`src/rtl/popcount_acc_ctrl.sv`:
```
// Job controller that streams num_words 64-bit words through a pipelined popcount and accumulates the total.
// Optional POPCOUNT_ACC_MAXPOP_EN adds max_pop, the largest per-word count of the job.

module popcount64 #(
    parameter int unsigned LATENCY = 2
) (
    input  logic        clk,
    input  logic        rst_n,
    input  logic        en,
    input  logic [63:0] d,
    output logic [6:0]  q
);
    logic [6:0] cnt;

    always_comb begin
        cnt = '0;
        for (int unsigned i = 0; i < 64; i++) begin
            cnt = cnt + 7'(d[i]);
        end
    end

    generate
        if (LATENCY == 0) begin : g_comb
            assign q = cnt;
        end else begin : g_reg
            logic [6:0] stage [LATENCY];

            always_ff @(posedge clk or negedge rst_n) begin
                if (!rst_n) begin
                    for (int unsigned i = 0; i < LATENCY; i++) begin
                        stage[i] <= '0;
                    end
                end else if (en) begin
                    stage[0] <= cnt;
                    for (int unsigned i = 1; i < LATENCY; i++) begin
                        stage[i] <= stage[i-1];
                    end
                end
            end

            assign q = stage[LATENCY-1];
        end
    endgenerate
endmodule

module popcount_acc_ctrl #(
    parameter int unsigned LATENCY = 2,
    parameter int unsigned CNT_W   = 16,
    localparam int unsigned SUM_W  = CNT_W + 7
) (
    input  logic             clk,
    input  logic             rst_n,
    input  logic             start,
    input  logic [CNT_W-1:0] num_words,
    output logic             busy,
    input  logic             in_valid,
    output logic             in_ready,
    input  logic [63:0]      in_data,
    output logic             done,
    output logic [SUM_W-1:0] sum
`ifdef POPCOUNT_ACC_MAXPOP_EN
    ,
    output logic [6:0]       max_pop
`endif
);
    typedef enum logic [1:0] {IDLE, FEED, DRAIN, DONE} state_t;

    localparam logic [1:0] DRAIN_LAST = (LATENCY > 0) ? 2'(LATENCY - 1) : 2'd0;

    state_t           state, state_next;
    logic [CNT_W-1:0] remaining;
    logic [1:0]       drain_cnt;
    logic [6:0]       word_pop;
    logic             xfer;
    logic             last_word;
    logic             start_acc;
    logic             acc_valid;

    popcount64 #(.LATENCY(LATENCY)) u_pop (
        .clk   (clk),
        .rst_n (rst_n),
        .en    (1'b1),
        .d     (in_data),
        .q     (word_pop)
    );

    assign start_acc = (state == IDLE) && start;
    assign xfer      = in_valid && in_ready;
    assign last_word = xfer && (remaining == CNT_W'(1));

    always_ff @(posedge clk or negedge rst_n) begin
        if (!rst_n) begin
            state <= IDLE;
        end else begin
            state <= state_next;
        end
    end

    always_comb begin
        state_next = state;
        busy       = 1'b0;
        in_ready   = 1'b0;
        done       = 1'b0;
        case (state)
            IDLE: begin
                if (start) begin
                    state_next = (num_words == '0) ? DONE : FEED;
                end
            end
            FEED: begin
                busy     = 1'b1;
                in_ready = 1'b1;
                if (last_word) begin
                    state_next = (LATENCY == 0) ? DONE : DRAIN;
                end
            end
            DRAIN: begin
                busy = 1'b1;
                if (drain_cnt == '0) begin
                    state_next = DONE;
                end
            end
            DONE: begin
                busy       = 1'b1;
                done       = 1'b1;
                state_next = IDLE;
            end
            default: state_next = IDLE;
        endcase
    end

    // acc_valid marks the cycle in which word_pop belongs to a transferred word.
    generate
        if (LATENCY == 0) begin : g_nopipe
            assign acc_valid = xfer;
        end else begin : g_pipe
            logic [LATENCY-1:0] vpipe;

            always_ff @(posedge clk or negedge rst_n) begin
                if (!rst_n) begin
                    vpipe <= '0;
                end else begin
                    vpipe[0] <= xfer;
                    for (int unsigned i = 1; i < LATENCY; i++) begin
                        vpipe[i] <= vpipe[i-1];
                    end
                end
            end

            assign acc_valid = vpipe[LATENCY-1];
        end
    endgenerate

    always_ff @(posedge clk or negedge rst_n) begin
        if (!rst_n) begin
            remaining <= '0;
            drain_cnt <= '0;
            sum       <= '0;
        end else begin
            if (start_acc) begin
                remaining <= num_words;
            end else if (xfer) begin
                remaining <= remaining - CNT_W'(1);
            end

            if (last_word) begin
                drain_cnt <= DRAIN_LAST;
            end else if ((state == DRAIN) && (drain_cnt != '0)) begin
                drain_cnt <= drain_cnt - 2'd1;
            end

            if (start_acc) begin
                sum <= '0;
            end else if (acc_valid) begin
                sum <= sum + SUM_W'(word_pop);
            end
        end
    end

`ifdef POPCOUNT_ACC_MAXPOP_EN
    always_ff @(posedge clk or negedge rst_n) begin
        if (!rst_n) begin
            max_pop <= '0;
        end else if (start_acc) begin
            max_pop <= '0;
        end else if (acc_valid && (word_pop > max_pop)) begin
            max_pop <= word_pop;
        end
    end
`endif
endmodule

```
`config.mk`:
```
export PLATFORM = sky130hd
export DESIGN_NAME = popcount_acc_ctrl
export DESIGN_NICKNAME = d
export VERILOG_FILES = /design/src/rtl/popcount_acc_ctrl.sv
export SDC_FILE = /design/constraint.sdc
export NUM_CORES = 1
export LEC_CHECK = 0
export CAP_MARGIN = 20
export CORE_MARGIN = 4
export CORE_UTILIZATION = 47
export DETAILED_ROUTE_END_ITERATION = 10
export PLACE_DENSITY = 0.9
export SETUP_SLACK_MARGIN = 0.4
export SKIP_LAST_GASP = 1
export SYNTH_ARGS = -nofsm -noshare
export SYNTH_HDL_FRONTEND = slang
export SYNTH_HIERARCHICAL = 1
export SYNTH_SLANG_ARGS = --single-unit
```
`constraint.sdc`:
```
create_clock -name clk -period 2.1 [get_ports clk]
set_input_delay 0.21 -clock clk [delete_from_list [all_inputs] [get_ports clk]]
set_output_delay 0.21 -clock clk [all_outputs]
set_load 0.05 [all_outputs]
```
* Word-level counts from Yosys, hierarchy flattened
Cells that the tools add are included.
** Operators by class
- Add/subtract/negate cells :: 66
- Eq/ne operators :: 7
- Multiplexer cells :: 14
- Reductions and logical operators :: 13
** Operators by type and width (number)
- $add 7x1->7 :: 62
- $mux 23 :: 2
- $mux 16 :: 2
- $add 23x7->23 :: 1
- $eq 16x1->1 const B :: 1
- $logic_not 16->1 :: 1
- $sub 16x1->16 const B :: 1
- $mux 2 :: 6
- $pmux 2 s4 :: 1
- $reduce_bool 2->1 :: 4
- $ne 2x2->1 const B :: 3
- $eq 2x2->1 const B :: 2
- $logic_and 1x1->1 :: 4
- $logic_not 2->1 :: 2
- $mux 1 :: 3
- $reduce_and 3->1 :: 1
- $reduce_or 3->1 :: 1
- $add 1x1->2 :: 1
- $eq 2x1->1 const B :: 1
- $sub 2x1->2 const B :: 1
** Word-level totals
- Register bits :: 59
- Bits of input ports :: 84

* Logic depth before layout (Yosys ltp)
Gate-level depths: netlist of run 1.
- Depth after elaboration :: 63
- Mapped depth :: 20

* Cells and area by module
Netlist of run 1, hierarchy kept.
** Modules (own cells, without submodules)
- popcount_acc_ctrl :: instances 1, cells an instance 293, area an instance 2718.9 um^2, sequential area each 1126.1 um^2
- popcount64 :: instances 1, cells an instance 213, area an instance 2301.0 um^2, sequential area each 350.3 um^2

* Worst setup path after synthesis of run 1
OpenSTA, ideal clock, no wires.
- Kind :: input to register
- From :: input in_data[53]
- To :: register u_pop/g_reg.stage[13] (netlist name)
- Data arrival time :: 5.516 ns
- Required time :: 1.976 ns
- Setup slack :: -3.540 ns
- Stages on the path :: 19
- Path through :: fa_1 inv_1 fa_1 inv_1 fa_1 inv_1 fa_1 inv_1 fa_1 inv_1 fa_1 fa_1 fa_1 inv_1 ha_1 fa_1 a21o_2 a22o_1 o31a_1
** On the way
- Cells in the longest elaborated chain, start to end :: 11
** RTL lines
- from (decl) :: RTL line 58 : input logic [63:0] in_data,
- $add 7x1->7 (11 in series) :: RTL line 18 : cnt = cnt + 7'(d[i]);
- to (signal, indexed assignment) :: RTL line 36 : stage[i] <= stage[i-1];
- to (decl) :: RTL line 26 : logic [6:0] stage [LATENCY];
Every way passes these cells.
A chain may end at the register's enable or synchronous reset.

* Worst setup path after layout of run 1
- From :: input in_data[1]
- To :: register u_pop/g_reg.stage[11] (netlist name)
** On the way
- Cells in the longest elaborated chain, start to end :: 63
** RTL lines (RTL line)
- $add 1x1->2 :: 18
- $add 7x1->7 (62 in series) :: 18
Every way passes these cells.

==> results of run 1 <==
[worst register-to-register path: cells and delay by family (launching register included)]
family / cells / cell delay (ns)
AND/OR/NAND/NOR: 2 / 0.49
adder cells (fa/ha/maj): 2 / 0.50
flip-flops: 1 / 0.39
buffers and inverters: 2 / 0.21
AO/OA/AOI/OAI: 3 / 0.47
[stage by stage]
step	setup TNS (ns)	worst slack [ns]
final	-21.93	-3.430
after global routing	-23.34	-3.583
after CTS	-22.31	-3.496
after detailed placement	-27.19	-4.072
after global placement	-26.03	-3.981
after floorplan	-22.27	-3.475
[cell type report]
cell class / instances / area [µm²]
Multi-Input combinational cell: 328 / 3482
Fill cell: 725 / 3167
Timing Repair Buffer: 168 / 1509
Sequential cell: 59 / 1489
Inverter: 101 / 379.1
Tap cell: 136 / 170.2
Clock buffer: 13 / 158.9
Clock inverter: 3 / 15.01
[per-layer routing]
layer | GRT usage [%] | up-vias | wire [µm]
met3 | 3.587 | 27 | 611
met1 | 22.92 | 2115 | 4808
met5 | 0 | - | 0
met2 | 39.45 | 160 | 7642
met4 | 7.299 | 0 | 302
li1 | - | 1977 | -
[registers in the layout (all words and copies together) (netlist names)]
register / count
g_pipe.vpipe: 2
sum: 23
remaining: 16
u_pop/q: 7
state: 2
drain_cnt: 2
u_pop/g_reg.stage: 7
[worst max path at each step]
stage	start	slack, ns	to
3_5_place_dp	in_data[17]	-4.07	u_pop/g_reg.stage[13]
5_1_grt	in_data[55]	-3.58	u_pop/g_reg.stage[11]
3_3_place_gp	in_data[53]	-3.98	u_pop/g_reg.stage[13]
6_report	in_data[1]	-3.43	u_pop/g_reg.stage[11]
4_1_cts	in_data[53]	-3.50	u_pop/g_reg.stage[13]
2_1_floorplan	in_data[53]	-3.47	u_pop/g_reg.stage[13]
[cell usage after synthesis, types with 7 or more instances]
master      n  area, µm²
a21oi_1    18      90.09
buf_4       8      60.06
clkbuf_1    7      26.28
dfrtp_1    59       1476
fa_1       55       1101
ha_1       30      375.4
inv_1     101      379.1
mux2_2     10      112.6
nand2_1    37      138.9
nand3_1     9      45.04
nand3b_1    7      52.55
nor2_1     20      75.07
nor3_1      8      40.04
o21ai_0    21      105.1
o21ai_1     7      35.03
xnor2_1    13      113.9
xor2_1     12      105.1
[placed cells by master (no fill, tap or decap), types with 12 or more instances in the layout]
cell type / Yosys / routed
clkdlybuf4s50_1: 0 / 49
buf_4: 8 / 44
buf_6: 1 / 14
fa_1: 55 / 45
o21ai_1: 7 / 17
dlygate4sd2_1: 0 / 33
ha_1: 30 / 19
inv_2: 0 / 20
nor2_1: 20 / 17
dfrtp_1: 59 / 49
xor2_1: 12 / 12
inv_1: 101 / 81
nand2_1: 37 / 33
[logic make-up (layout without fill, tap and decap cells)]
kind of cell | count (synthesis) | count (layout) | share of synthesized area, %
AO/OA/AOI/OAI | 78 | 78 | 10.02
XOR/XNOR | 25 | 25 | 4.362
adder cells (fa/ha/maj) | 85 | 85 | 29.41
buffers and inverters | 120 | 285 | 9.796
flip-flops | 59 | 59 | 29.41
multiplexers | 15 | 15 | 3.240
other | 1 | 1 | 0.07470
AND/OR/NAND/NOR | 123 | 124 | 13.68
[what timing repair did]
item,CTS,global route
endpoints found under the setup margin,61,48
pin swaps,62,53
cloned,0,1
setup buffers,20,18
hold buffers,1,0
hold endpoints to repair,23,0
gates resized for setup,131,75
==> reports/results.ini, run 1 <==
[global_route]
grt_util_all_layers_pct = 20.65
grt_pass1_wl_um = 21000
grt_pass1_vias = 4583
grt_max_degree = 37
antenna_found_initial = 0
grt_overflow = 0

[synth]
netlist_area_um2 = 5020
netlist_instances = 506
syn_nets = 675
avgSynthCellArea_um2 = 9.921
async_flop_share_pct = 100.0
seq_area_frac_synth_pct = 29.41
synth-edff-count = 0
ys_types = 57
yosys_register_bits = 59
yosys_warnings = 6
synth_ff_type = dfrtp_1

[drt]
wl_um = 13370
vias_per_cell = 5.296
drtIter0Drc = 304
vias = 4279
wl_per_cell_um = 16.54
firstDrtPassIters = 4
drc_errors = 0
ant_nets = 0

[critical_path]
r2r_cells = 9
path_delay_family = adder cells
cp_data_required_time_ns = 2.34
r2r_slack_ns = -0.04
crit_chain = clkdlybuf4s15_1, fa_1, inv_2, fa_2, fa_2, fa_1, fa_2, fa_1, fa_1, fa_1, inv_2, ha_4, fa_2, a21o_2, a22o_1, o31ai_2
path_class = in2reg
arrival_ns = 5.77
start_kind = input port
end_kind = register
cp_slowest_cell = fa_2
crit_path_max_incr_delay_ns = 0.61
cp_max_fo = 2
worst-path-buf-inv = 3
worstSetupPathDepth = 16
crit_top_cell = fa_1
reg2reg_from = u_pop/q[0]
rr_endpoint = sum[16]

[sta]
layout_setup_ws_ns = -3.430
rsz0062_at_grt = true
period_share_pct = 263.3
drv_slew = 0
fin_worst_skew_ns = 0.01213
finalSetupViolations = 14
worst_slew_pin_slew_ns = 0.5994
slew_headroom_pct = 60.04
fmax_mhz = 180.8
post-route-min-period_ns = 5.530
timing.hold.ws_ns = 0.3638
final_hold_viol_count = 0

[cts]
cts_buffers = 9
cts.htree.levels = 3
clock_sinks = 59
cts_tree = done
clock_path_buffers = 2
clock_latency_ns = 0.35
clk_transition_reported_paths_ns = 0.07
cts_root_buf = clkbuf_8

[place]
place_congestion = 0.8371
place_hpwl_um = 9210
placement.io_buffers = 109
dp.cells = 752
place_area_um2 = 6492

[floorplan]
io_pins = 110
die_h_um = 111.3
dieArea_um2 = 12400
die_w_um = 111.3
fp-row-count = 37
core_um2 = 10370
start_util_pct = 48.41

[cells_and_area]
n_antenna_cell = 0
final_design_area_no_fill_um2 = 7203
area_delta_synth_final_pct = 43.49
drive_gt1_share_pct = 30.65
final_util_pct = 69.46
instances_no_fill = 808
fin_nets = 836

[worst_hold_path]
holdPathStages = 0
hold_end = g_pipe.vpipe[1]
holdCritStartpoint = g_pipe.vpipe[0]
hp-class = reg2reg

[run_status]
violations = negative setup slack
status = finished with violations

[run]
maxCapViolations = 0

Power of run 1 is not shown: default switching activity piles up to over one toggle a cycle in this logic, so the estimate is an artifact.
==> inputs of run 2 (changes only) <==
CTS_CLUSTER_SIZE = 8   (was not set)
==> results of run 2 <==
Final layout, timing and power as in run 1 (identical DEF).
Power of run 2 is left out for the same reason.
==> inputs of run 3 (changes only) <==
CORE_MARGIN = 10   (was 4)
CORE_UTILIZATION = 46   (was 47)
PLACE_DENSITY = 0.89   (was 0.9)
SYNTH_HIERARCHICAL = not set   (was 1)
==> run 3 against run 2 <==
  * The flow still finishes with violations (negative setup slack)
  * Clock skew increased by 0.0041 ns
  * Clock-buffer cell count decreased by 3
  * Synthesized cell count decreased by 4.7%
  * Final area decreased by 1.4%
  * Area after synthesis decreased by 5.1%
  * Worst setup slack improved by 0.015 ns
  * Non-clock buffer count decreased by 4
  * Cell count decreased by 2.1%
  * First-iteration DRC count decreased by 0.33%
  * Worst hold slack got worse by 0.022 ns
  * Critical path type unchanged
  * Critical endpoint is now u_pop.g_reg.stage[13]
==> reports/results.ini, run 3 <==
[run_status]
status = finished with violations
violations = negative setup slack

[synth]
synthMostInstantiatedCell = inv_1
yosys_register_bits = 59
synth-edff-count = 0
synth_top_area_cell = dfrtp_1
synthTopCellsByCount = 112 x inv_1, 59 x dfrtp_1, 55 x fa_1
synth_top_area_share_pct = 30.99
netlist_area_um2 = 4765
seq_area_frac_synth_pct = 30.99
async_flop_share_pct = 100.0
netlist_instances = 482
syn_nets = 652
synth_ff_type = dfrtp_1
avgSynthCellArea_um2 = 9.885
synthTopCellsByArea = dfrtp_1 31%, fa_1 23%, inv_1 8.8%, ha_1 8.1%, xor2_1 3.5%
yosys_warnings = 0
ys_types = 49

[global_route]
grt_pass1_wl_um = 19700
grt_util_all_layers_pct = 16.13
grt_max_degree = 60
grt_pass1_vias = 4403
grt_overflow = 0
antenna_found_initial = 0

[floorplan]
dieArea_um2 = 14830
fp-row-count = 37
die_h_um = 121.8
start_util_pct = 46.78
io_pins = 110
core_um2 = 10180
die_w_um = 121.8

[critical_path]
rr_endpoint = sum[18]
crit_path_max_incr_delay_ns = 0.53
cp_data_required_time_ns = 2.32
path_class = in2reg
worst-path-buf-inv = 5
r2r_slack_ns = 0.10
crit_top_cell = fa_1
crit_chain = dlygate4sd2_1, fa_1, inv_1, fa_1, inv_1, fa_1, inv_2, fa_2, fa_1, fa_1, fa_1, fa_1, fa_2, inv_2, fa_2, a21o_1, a21oi_2, nor2b_1, nor2_1, o21bai_1
path_delay_family = adder cells
reg2reg_from = sum[0]
cp_max_fo = 2
start_kind = input port
arrival_ns = 5.73
cp_slowest_cell = fa_1
end_kind = register
r2r_cells = 9

[cells_and_area]
regMostFlops = sum
reg.largest.list = sum x23, remaining x16
layout_common_cells = 86 x inv_1, 52 x dfrtp_1, 51 x clkdlybuf4s50_1
largest_reg_flops = 23
fin_nets = 820
final_common_cell = inv_1
area_delta_synth_final_pct = 49.11
fillers = 706
n_antenna_cell = 0
drive_gt1_share_pct = 31.15

[sta]
drv_slew = 0
post-route-min-period_ns = 5.515
finalSetupViolations = 7
final_hold_viol_count = 0
slew_headroom_pct = 66.47
fmax_mhz = 181.3
layout_setup_ws_ns = -3.415
fin_worst_skew_ns = 0.01620
worst_slew_pin_slew_ns = 0.5049
rsz0062_at_grt = true
period_share_pct = 262.6

[place]
dpl_worst_slack_ns = -4.265
placement.io_buffers = 109
place_hpwl_um = 9206
place_congestion = 0.8522

[cts]
clk_transition_reported_paths_ns = 0.07
clock_sinks = 59
cts_root_buf = clkbuf_8
clock_path_buffers = 2
cts_tree = done
cts.htree.levels = 3
cts_buffers = 9
clock_latency_ns = 0.34

[worst_hold_path]
holdCritStartpoint = u_pop.g_reg.stage[10]
holdPathStages = 0
hp-class = reg2reg
hold_end = u_pop.q[3]

[drt]
firstDrtPassIters = 4
vias_per_cell = 5.023
wl_per_cell_um = 15.74
drc_errors = 0
drtIter0Drc = 303
wl_um = 12450
vias = 3973
ant_nets = 0

[run]
maxCapViolations = 0

run 3: cell count changes after synthesis, moves of 5 or more:
cell	previous run	this run
buf_4	8	0
inv_1	101	112
mux2_2	10	1
nor2_1	20	25
o21ai_0	21	15
xor2_1	12	19
run 3: cells by family after synthesis:
kind of cell / share of synthesized area, %
buf+inv: 9.480
mux: 1.077
flops: 30.99
compound gates: 8.955
fa+ha+maj: 31.25
xor+xnor: 5.147
simple gates: 13.10
run 3: timing repair:
item | in CTS | in global routing
endpoints found under the hold margin | 59 | 0
gates resized for setup | 122 | 75
endpoints found under the setup margin | 64 | 50
pin swaps | 75 | 73
setup buffers | 30 | 5
hold buffers | 1 | 0
gates cloned | 0 | 0
run 3: per-stage QoR:
step           util, %  TNS, ns  cell area [µm²]  hold WS (ns)  cells
4_1_cts          67.57   -23.23             6882        0.3421    786
6_report         69.75   -22.42             7104        0.3415    791
3_5_place_dp     62.27   -28.24             6342        0.2406    739
3_3_place_gp     62.27   -27.29             6342        0.2329    739
2_1_floorplan        -   -22.46             4970      -0.08559    482
5_1_grt          69.75   -23.41             7104        0.3442    791
run 3: worst register-to-register path, delay by kind of cell, from the launching register on:
kind            cells  cell delay, ns
compound gates      3            0.52
fa+ha+maj           2            0.49
buf+inv             3            0.34
flops               1            0.39
simple gates        1            0.17
run 3: worst max-delay path by stage:
| stage | from | slack [ns] | cells after the start | endpoint |
|---|---|---|---|---|
| 2_1_floorplan | in_data[36] | -3.44 | 21 | u_pop.g_reg.stage[13] |
| 3_3_place_gp | in_data[36] | -4.09 | 21 | u_pop.g_reg.stage[12] |
| 3_5_place_dp | in_data[36] | -4.26 | 21 | u_pop.g_reg.stage[12] |
| 4_1_cts | in_data[0] | -3.55 | 19 | u_pop.g_reg.stage[13] |
| 5_1_grt | in_data[38] | -3.57 | 20 | u_pop.g_reg.stage[12] |
| 6_report | in_data[54] | -3.41 | 20 | u_pop.g_reg.stage[13] |
run 3: final cells by class:
class                           instances  area (µm²)  area share [%]
Tap cell                              136       170.2           2.395
Clock inverter                          6       63.81          0.8982
Multi-Input combinational cell        303        3329           46.87
Sequential cell                        59        1485           20.91
Clock buffer                           10       137.6           1.937
Timing Repair Buffer                  164        1484           20.89
Inverter                              113       434.2           6.111
run 3: metal layers:
layer	GRT usage, %	part of all wire (%)
met3	3.515	5.3
met2	30.92	56
met1	17.01	37
met4	5.067	1.8
met5	0	0
Power of run 3 is left out for the same reason.
